File: src/rtl/rom_fetch_ctrl_if.sv
// Fetch-side bundle: ROM address/data, redirect/enable controls from execute,
// and the valid/ready instruction stream handed to decode.
interface rom_fetch_ctrl_if;
  logic        fetch_en;
  logic        redirect_valid;
  logic [31:0] redirect_pc;
  logic [31:0] rom_pc;
  logic [31:0] rom_inst;
  logic        out_valid;
  logic        out_ready;
  logic [31:0] out_inst;
  logic [31:0] out_pc;
  logic        out_fault;

  modport slave (
    input  fetch_en, redirect_valid, redirect_pc, rom_inst, out_ready,
    output rom_pc, out_valid, out_inst, out_pc, out_fault
  );

  modport master (
    output fetch_en, redirect_valid, redirect_pc, rom_inst, out_ready,
    input  rom_pc, out_valid, out_inst, out_pc, out_fault
  );
endinterface

File: src/rtl/rom_fetch_ctrl.sv
// Instruction-fetch sequencer: drives the ROM PC, tracks the 1-cycle ROM read
// latency and buffers fetched words in a 2-entry queue for decode.
module rom_fetch_ctrl #(
  parameter int          ROM_WORDS = 4,
  parameter logic [31:0] RESET_PC  = 32'h0000_0000,
  parameter logic [31:0] NOP_INST  = 32'hE1A0_0000
) (
  input  logic              clk,
  input  logic              rst,
  rom_fetch_ctrl_if.slave   bus
);

  localparam logic [31:0] ROM_LIMIT = 32'(4 * ROM_WORDS);

  typedef struct packed {
    logic [31:0] inst;
    logic [31:0] pc;
    logic        fault;
  } entry_t;

  logic [31:0] pc_q;
  logic        inflight;
  logic [31:0] inflight_pc;
  logic        inflight_fault;
  entry_t      fifo_q [2];
  logic        wr_ptr;
  logic        rd_ptr;
  logic [1:0]  count;

  logic        pop;
  logic        push;
  logic        issue;
  logic [2:0]  occupancy;
  entry_t      head;

  assign bus.rom_pc    = pc_q;
  assign head          = fifo_q[rd_ptr];
  assign bus.out_valid = (count != 2'd0);

  // Outputs read as zero whenever the queue is empty, so the unreset storage
  // never leaks onto the decode interface.
  assign bus.out_inst  = bus.out_valid ? head.inst  : '0;
  assign bus.out_pc    = bus.out_valid ? head.pc    : '0;
  assign bus.out_fault = bus.out_valid ? head.fault : 1'b0;

  assign pop  = bus.out_valid & bus.out_ready;
  assign push = inflight & ~bus.redirect_valid;

  // NOTE: the in-flight word already owns a slot, so space is judged on
  // queued + in-flight - leaving; this is what makes a push into a full queue impossible.
  assign occupancy = {1'b0, count} + {2'b00, inflight} - {2'b00, pop};
  assign issue     = bus.fetch_en & ~bus.redirect_valid & (occupancy < 3'd2);

  always_ff @(posedge clk) begin
    if (rst) begin
      pc_q           <= RESET_PC;
      inflight       <= 1'b0;
      inflight_pc    <= '0;
      inflight_fault <= 1'b0;
      count          <= 2'd0;
      wr_ptr         <= 1'b0;
      rd_ptr         <= 1'b0;
    end else if (bus.redirect_valid) begin
      // Redirect flushes everything, including a same-cycle pop.
      pc_q     <= {bus.redirect_pc[31:2], 2'b00};
      inflight <= 1'b0;
      count    <= 2'd0;
      wr_ptr   <= 1'b0;
      rd_ptr   <= 1'b0;
    end else begin
      inflight <= issue;
      if (issue) begin
        inflight_pc    <= pc_q;
        inflight_fault <= (pc_q >= ROM_LIMIT);
        pc_q           <= pc_q + 32'd4;
      end
      if (push) wr_ptr <= ~wr_ptr;
      if (pop)  rd_ptr <= ~rd_ptr;
      count <= count + {1'b0, push} - {1'b0, pop};
    end
  end

  // NOTE: queue storage is deliberately not reset; count and the output
  // masking define validity, so only control state needs a reset value.
  always_ff @(posedge clk) begin
    if (!rst && push) begin
      fifo_q[wr_ptr] <= '{inst:  inflight_fault ? NOP_INST : bus.rom_inst,
                          pc:    inflight_pc,
                          fault: inflight_fault};
    end
  end

endmodule

File: src/flat_wrapper.sv
// flat-port wrapper written by rule: the top's interface ports become plain ports
module rom_fetch_ctrl_flat 
#(
  parameter int          ROM_WORDS = 4,
  parameter logic [31:0] RESET_PC  = 32'h0000_0000,
  parameter logic [31:0] NOP_INST  = 32'hE1A0_0000
)
  (clk, rst, bus_fetch_en, bus_redirect_valid, bus_redirect_pc, bus_rom_inst, bus_out_ready, bus_rom_pc, bus_out_valid, bus_out_inst, bus_out_pc, bus_out_fault);
  rom_fetch_ctrl_if bus_i ();
  input  logic clk;
  input  logic rst;
  input wire logic [$bits(bus_i.fetch_en)-1:0] bus_fetch_en;
  input wire logic [$bits(bus_i.redirect_valid)-1:0] bus_redirect_valid;
  input wire logic [$bits(bus_i.redirect_pc)-1:0] bus_redirect_pc;
  input wire logic [$bits(bus_i.rom_inst)-1:0] bus_rom_inst;
  input wire logic [$bits(bus_i.out_ready)-1:0] bus_out_ready;
  output wire logic [$bits(bus_i.rom_pc)-1:0] bus_rom_pc;
  output wire logic [$bits(bus_i.out_valid)-1:0] bus_out_valid;
  output wire logic [$bits(bus_i.out_inst)-1:0] bus_out_inst;
  output wire logic [$bits(bus_i.out_pc)-1:0] bus_out_pc;
  output wire logic [$bits(bus_i.out_fault)-1:0] bus_out_fault;
  assign bus_i.fetch_en = bus_fetch_en;
  assign bus_i.redirect_valid = bus_redirect_valid;
  assign bus_i.redirect_pc = bus_redirect_pc;
  assign bus_i.rom_inst = bus_rom_inst;
  assign bus_i.out_ready = bus_out_ready;
  assign bus_rom_pc = bus_i.rom_pc;
  assign bus_out_valid = bus_i.out_valid;
  assign bus_out_inst = bus_i.out_inst;
  assign bus_out_pc = bus_i.out_pc;
  assign bus_out_fault = bus_i.out_fault;
  rom_fetch_ctrl #(.ROM_WORDS(ROM_WORDS), .RESET_PC(RESET_PC), .NOP_INST(NOP_INST)) u_core (.clk(clk), .rst(rst), .bus(bus_i));
endmodule
File: config.mk
export PLATFORM = sky130hd
export DESIGN_NAME = rom_fetch_ctrl_flat
export DESIGN_NICKNAME = d
export VERILOG_FILES = /design/src/rtl/rom_fetch_ctrl_if.sv /design/src/rtl/rom_fetch_ctrl.sv /design/src/flat_wrapper.sv
export SDC_FILE = /design/constraint.sdc
export NUM_CORES = 1
export LEC_CHECK = 0
export ABC_AREA = 1
export CELL_PAD_IN_SITES_DETAIL_PLACEMENT = 1
export CELL_PAD_IN_SITES_GLOBAL_PLACEMENT = 1
export CORE_ASPECT_RATIO = 0.9
export CORE_MARGIN = 10
export CORE_UTILIZATION = 35
export CTS_CLUSTER_DIAMETER = 50
export DETAILED_ROUTE_END_ITERATION = 8
export PLACE_DENSITY_LB_ADDON = 0.1
export SETUP_SLACK_MARGIN = 0.02
export SYNTH_ARGS = -nofsm -noshare
export SYNTH_HDL_FRONTEND = slang
export SYNTH_SLANG_ARGS = --single-unit
File: constraint.sdc
create_clock -name clk -period 6.4 [get_ports clk]
set_clock_uncertainty 0.15 [all_clocks]
set_input_delay 1.28 -clock clk [delete_from_list [all_inputs] [get_ports clk]]
set_output_delay 1.28 -clock clk [all_outputs]
set_load 0.005 [all_outputs]
== Yosys cells after proc, flatten, opt, wreduce, memory -nomap -nowiden ==
Memory sizes are Yosys's and may differ from the RTL's. A register that Yosys moved wholly into a read port is not among the register bits.
Cells that the tools add are included.
Widths: inputs -> output; s select.
Storage, ports and cells
  input bits: 69
  logic and storage cells: 39
  output and inout port bits: 98
  memories kept: 1
  bits in writable memories: 130
  bits in registers: 70
Memories
  u_core.fifo_q: depth 2, width 65, read ports 1, clocked after memory_dff 1, wr ports 1, line rom_fetch_ctrl.sv:25  | entry_t fifo_q [2];
Cells by class
  reductions and logical operators: 6
  bitwise gates (word level): 7
  add/sub/neg operators: 5
  $lt $le $gt $ge: 2
  mux-type cells: 10
Operator list (number)
  $mux 32: 5
  $add 32x3->32 const B: 1
  $ge 32x5->1 const B: 1
  $mux 1: 5
  $and 1x1->1: 4
  $reduce_bool 2->1: 2
  $add 2x1->3: 1
  $lt 3x2->1 const B: 1
  $not 1->1: 3
  $sub 3x1->3: 1
  $add 2x1->2: 1
  $reduce_and 2->1: 1
  $reduce_or 2->1: 1
  $sub 2x1->2: 1
  $logic_and 1x1->1: 1
  $logic_not 1->1: 1

== Longest topological paths before layout ==
  word-level depth: 7
  gate-level depth with buffers: 18
  depth with buffers taken out: 17

== Worst setup path before layout ==
No wires, ideal clock.
  kind: input port to flip-flop
  start point: in bus_redirect_valid
  end point: mem u_core.fifo_q[0][0] (netlist bit), enable pin
  required time: 5688 ps
  setup time: 562 ps
  stages: 5
  arrival time: 6179 ps
  path buffers: 2
  path slack: -491 ps
  cell sequence: buf_2 -> inv_1 -> buf_4 -> nand2_1 -> nor3_1
On the way
  longest elaborated chain between the ends: 5
RTL lines
  from (decl): line flat_wrapper.sv:13  | input wire logic [$bits(bus_i.redirect_valid)-1:0] bus_redirect_valid;
  $not 1->1: line rom_fetch_ctrl.sv:47  | assign push = inflight & ~bus.redirect_valid;
  $and 1x1->1: line rom_fetch_ctrl.sv:47
  $logic_and 1x1->1: line rom_fetch_ctrl.sv:86  | if (!rst && push) begin
  $mux 1: line rom_fetch_ctrl.sv:86
  $mux 1: line rom_fetch_ctrl.sv:87  | fifo_q[wr_ptr] <= '{inst: inflight_fault ? NOP_INST : bus.rom_inst,
  to (decl): line rom_fetch_ctrl.sv:25
Every way passes these cells.

== Worst setup path after layout ==
  start point: in bus_out_ready
  end point: reg u_core.pc_q[16] (netlist: u_core.bus.rom_pc[16])
On the way
  longest elaborated chain between the ends: 5
RTL lines
  from (decl): line flat_wrapper.sv:16  | input wire logic [$bits(bus_i.out_ready)-1:0] bus_out_ready;
  $and 1x1->1: line rom_fetch_ctrl.sv:46  | assign pop = bus.out_valid & bus.out_ready;
  via u_core.pop: line rom_fetch_ctrl.sv:30  | logic pop;
  $sub 3x1->3: line rom_fetch_ctrl.sv:51  | assign occupancy = {1'b0, count} + {2'b00, inflight} - {2'b00, pop};
  $lt 3x2->1: line rom_fetch_ctrl.sv:52  | assign issue = bus.fetch_en & ~bus.redirect_valid & (occupancy < 3'd2);
  $and 1x1->1: line rom_fetch_ctrl.sv:52
  $reduce_bool 2->1 (no line)
  to (signal assigned): line rom_fetch_ctrl.sv:65  | pc_q <= {bus.redirect_pc[31:2], 2'b00};
  to (signal assigned): line rom_fetch_ctrl.sv:75  | pc_q <= pc_q + 32'd4;
  to (decl): line rom_fetch_ctrl.sv:21  | logic [31:0] pc_q;
The timed path passes the listed nets, and every way through them passes these cells.
A chain may end at the register's enable or synchronous reset.

==> impl_metrics.tcl <==
set metrics [dict create \
    run_status "completed" \
    setup_viol 0 \
    routed_antenna_nets 0 \
    final_layout_size_suffix_gt1_share_pct 7.35 \
    timing.critical_path.arrival_ns 4.64 \
    synth_top_cell_by_area "edfxtp_1" \
    cts_made_buffers 17 \
    cts.htree.levels 4 \
    worst_max_slew_pin_slew_ns 0.895 \
    synthDistinctLibCells 35 \
    fin_nets 1205 \
    antenna_found_initial 0 \
    globalRouteTotalUtil_pct 15.6 \
    worst_ir_drop_vdd_v 0.000177 \
    syn_inst 988 \
    timing_hold_violations_final 0 \
    finalPower_mw 2.72 \
    layout_worst_path_cycle_share_pct 69.2 \
    critPathLaunch "bus_out_ready" \
    core_area_mm2 0.0245 \
    critical_path_peak_fanout 47 \
    crit_path_cell_trace "clkdlybuf4s50_1 > nand2_1 > inv_1 > ha_1 > or2_2 > fa_1 > nand2_1 > nor2_4 > nand2_4 > inv_2 > buf_12 > nand2_1 > nor2_1 > nor2_1 > a21oi_1" \
    slowest_delay_ns 0.50 \
    layout_common_cells "273 x nand2_1, 160 x clkdlybuf4s50_1, 126 x edfxtp_1, 121 x nor2_1" \
    clk_path_buf_depth 2 \
    pin_count 167 \
    floorplan.die.height_um 170 \
    synth.area.top_cells "edfxtp_1 43%, dfxtp_1 15%, nand2_1 12%, a21oi_1 5.5%, nor2_1 5.2%" \
    critical_path.most_common_cell "nand2_1" \
    clkTransAtPathRegs_ns 0.07 \
    crit_path_end "u_core.bus.rom_pc[16]" \
    dp_cells 1447 \
    cts.repair_timing.setup_buffer_count 0 \
    drt_pre_antenna_iters 4 \
    path_class "in2reg" \
    utilization_pct 45.9 \
    gp_routability_congestion 0.845 \
    drcViolationCount 0 \
    cts_tree "done" \
    syn_to_final_growth_pct 28.2 \
    synth_enable_flop_cells 126 \
    dieArea_mm2 0.0318 \
    syn_area_per_cell_um2 8.86 \
    ctsResizeCount 0 \
    row_count 54 \
    synth_warnings 0 \
    syn-cell-area_mm2 0.00876 \
    cts-root-buf "clkbuf_16" \
    worstSetupEndpointType "register" \
    setup.reg_to_reg.worst_slack_ns 2.64 \
    wire_length_of_the_first_global_routing_pass_um 39500 \
    clkLatencyLatePin_ns 0.43 \
    unrepaired_setup_endpoints_after_global_routing "false" \
    setup-tns-final_ns 0 \
    cts.hold.buffers_added 0 \
    numClockSinks 193 \
    post-synth-top-area-fraction_pct 43.2 \
    cp-start-kind "input pin" \
    chipWidth_um 187 \
    first_iter_violations 310 \
    r2r_end "u_core.bus.rom_pc[16]" \
    async_reset_ff_share_pct 0 \
    timing.fmax_mhz 226 \
    grt_max_degree 64 \
    power-per-cell-area_mw_per_mm2 242 \
    grt_pass1_vias 7201 \
    half_perimeter_wire_length_after_placement_um 17200 \
    final.min_clock_period_ns 4.43 \
    reg2regPathDepth 16 \
    slowest_stage "inv_2" \
    floorplan.initialDensity_pct 35.8 \
    hold_path.class "reg2reg" \
    vias_per_cell 4.67 \
    required_ns 6.61 \
    ys.flop_type "edfxtp_1" \
    portBuffers 160 \
    power_leakage_nw 4.29 \
    routedWlPerCell_um 16.9 \
    vias 6911 \
    max_slew_headroom_pct 40.2 \
    layout.cells.most_common "nand2_1" \
    timing.final.max_slew_violations 0 \
    globalRouteOverflowTotal 0 \
    finish.cell_count_without_fillers 1479 \
    reg2reg_from "u_core.count[1]" \
    fillerInstances 2856 \
    synth_seq_cells 193 \
    antenna_cells_inserted 0 \
    max-cap-violations 0 \
    proportion_of_synthesized_chip_area_in_sequential_cells_pct 58.5 \
    totalWireLength_um 25000 \
]
## report_power, final
part,switching [mW],leakage [nW],internal (mW)
clock network,0.479,0.277,0.608
registers,0.0354,1.72,1.36
logic,0.128,2.30,0.110
total,0.642,4.29,2.08
## sequential cells by signal, indices dropped and copies added, names as in the netlist, named ones only
signal,cells
u_core.bus.rom_pc,30
u_core.count,2
u_core.fifo_q,126
u_core.inflight,1
u_core.inflight_fault,1
u_core.inflight_pc,30
u_core.rd_ptr,1
u_core.wr_ptr,1
## worst min-delay path by stage
stage	start	endpoint	slack (ns)	depth (start not counted)
6_report	u_core.inflight_pc[22]	u_core.fifo_q[0][23]	0.31	0
5_1_grt	u_core.inflight_pc[31]	u_core.fifo_q[1][32]	0.32	0
4_1_cts	u_core.inflight_pc[31]	u_core.fifo_q[1][32]	0.31	0
3_5_place_dp	u_core.inflight_pc[28]	u_core.fifo_q[0][29]	0.30	0
3_3_place_gp	u_core.inflight_pc[4]	u_core.fifo_q[0][5]	0.29	0
2_1_floorplan	u_core.inflight_pc[9]	u_core.fifo_q[0][10]	0.27	0
## area by class of cell
cell class	instances	area (um2)	area share [%]
Clock buffer	20	458	4.08
Clock inverter	12	144	1.28
Inverter	99	372	3.31
Multi-Input combinational cell	649	3010	26.8
Sequential cell	193	5130	45.6
Tap cell	336	420	3.74
Timing Repair Buffer	170	1700	15.2
## cell families after synthesis
kind of cell | after synthesis | synth area share [%]
compound gates | 141 | 8.93
fa+ha+maj | 6 | 0.943
other cells | 1 | 0.0428
simple gates | 495 | 23.7
buf+inv | 149 | 7.52
flops | 193 | 58.5
xor+xnor | 3 | 0.300
## routing by layer
metal	global-route usage (%)	part of all wire [%]	vias up
met5	0	0	-
met4	3.68	0.84	0
met3	4.37	5.4	15
met2	25.0	44	161
met1	20.5	50	3252
li1	-	-	3483
## Yosys cell counts (4+ instances only)
cell type,instances
nor2_1,122
a21oi_1,97
dfxtp_1,67
nand2_1,273
nor2_4,6
nor3_1,7
clkbuf_1,27
or2_2,9
o21ai_1,5
nand2_2,5
buf_6,8
ha_1,5
buf_4,9
inv_1,97
a211oi_2,6
edfxtp_1,126
nor2_2,8
nand3_1,56
buf_2,4
o21ai_0,25
## through the flow
step | area, um2 | hold WS [ns] | worst slack (ns)
final | 11200 | 0.312 | 1.97
after global placement | 10600 | 0.286 | 1.54
after detailed placement | 10600 | 0.295 | 1.51
after global routing | 11200 | 0.320 | 1.73
after CTS | 11200 | 0.309 | 1.95
after floorplan | 8770 | 0.270 | 1.22
## worst max-delay path: cells and delay by family
family / cells / cell delay (ns)
AO/OA/AOI/OAI: 1 / 0.11
AND/OR/NAND/NOR: 8 / 1.20
buffers and inverters: 4 / 1.27
adder cells (fa/ha/maj): 2 / 0.77
Note: power is estimated with default switching activity, not from simulation.
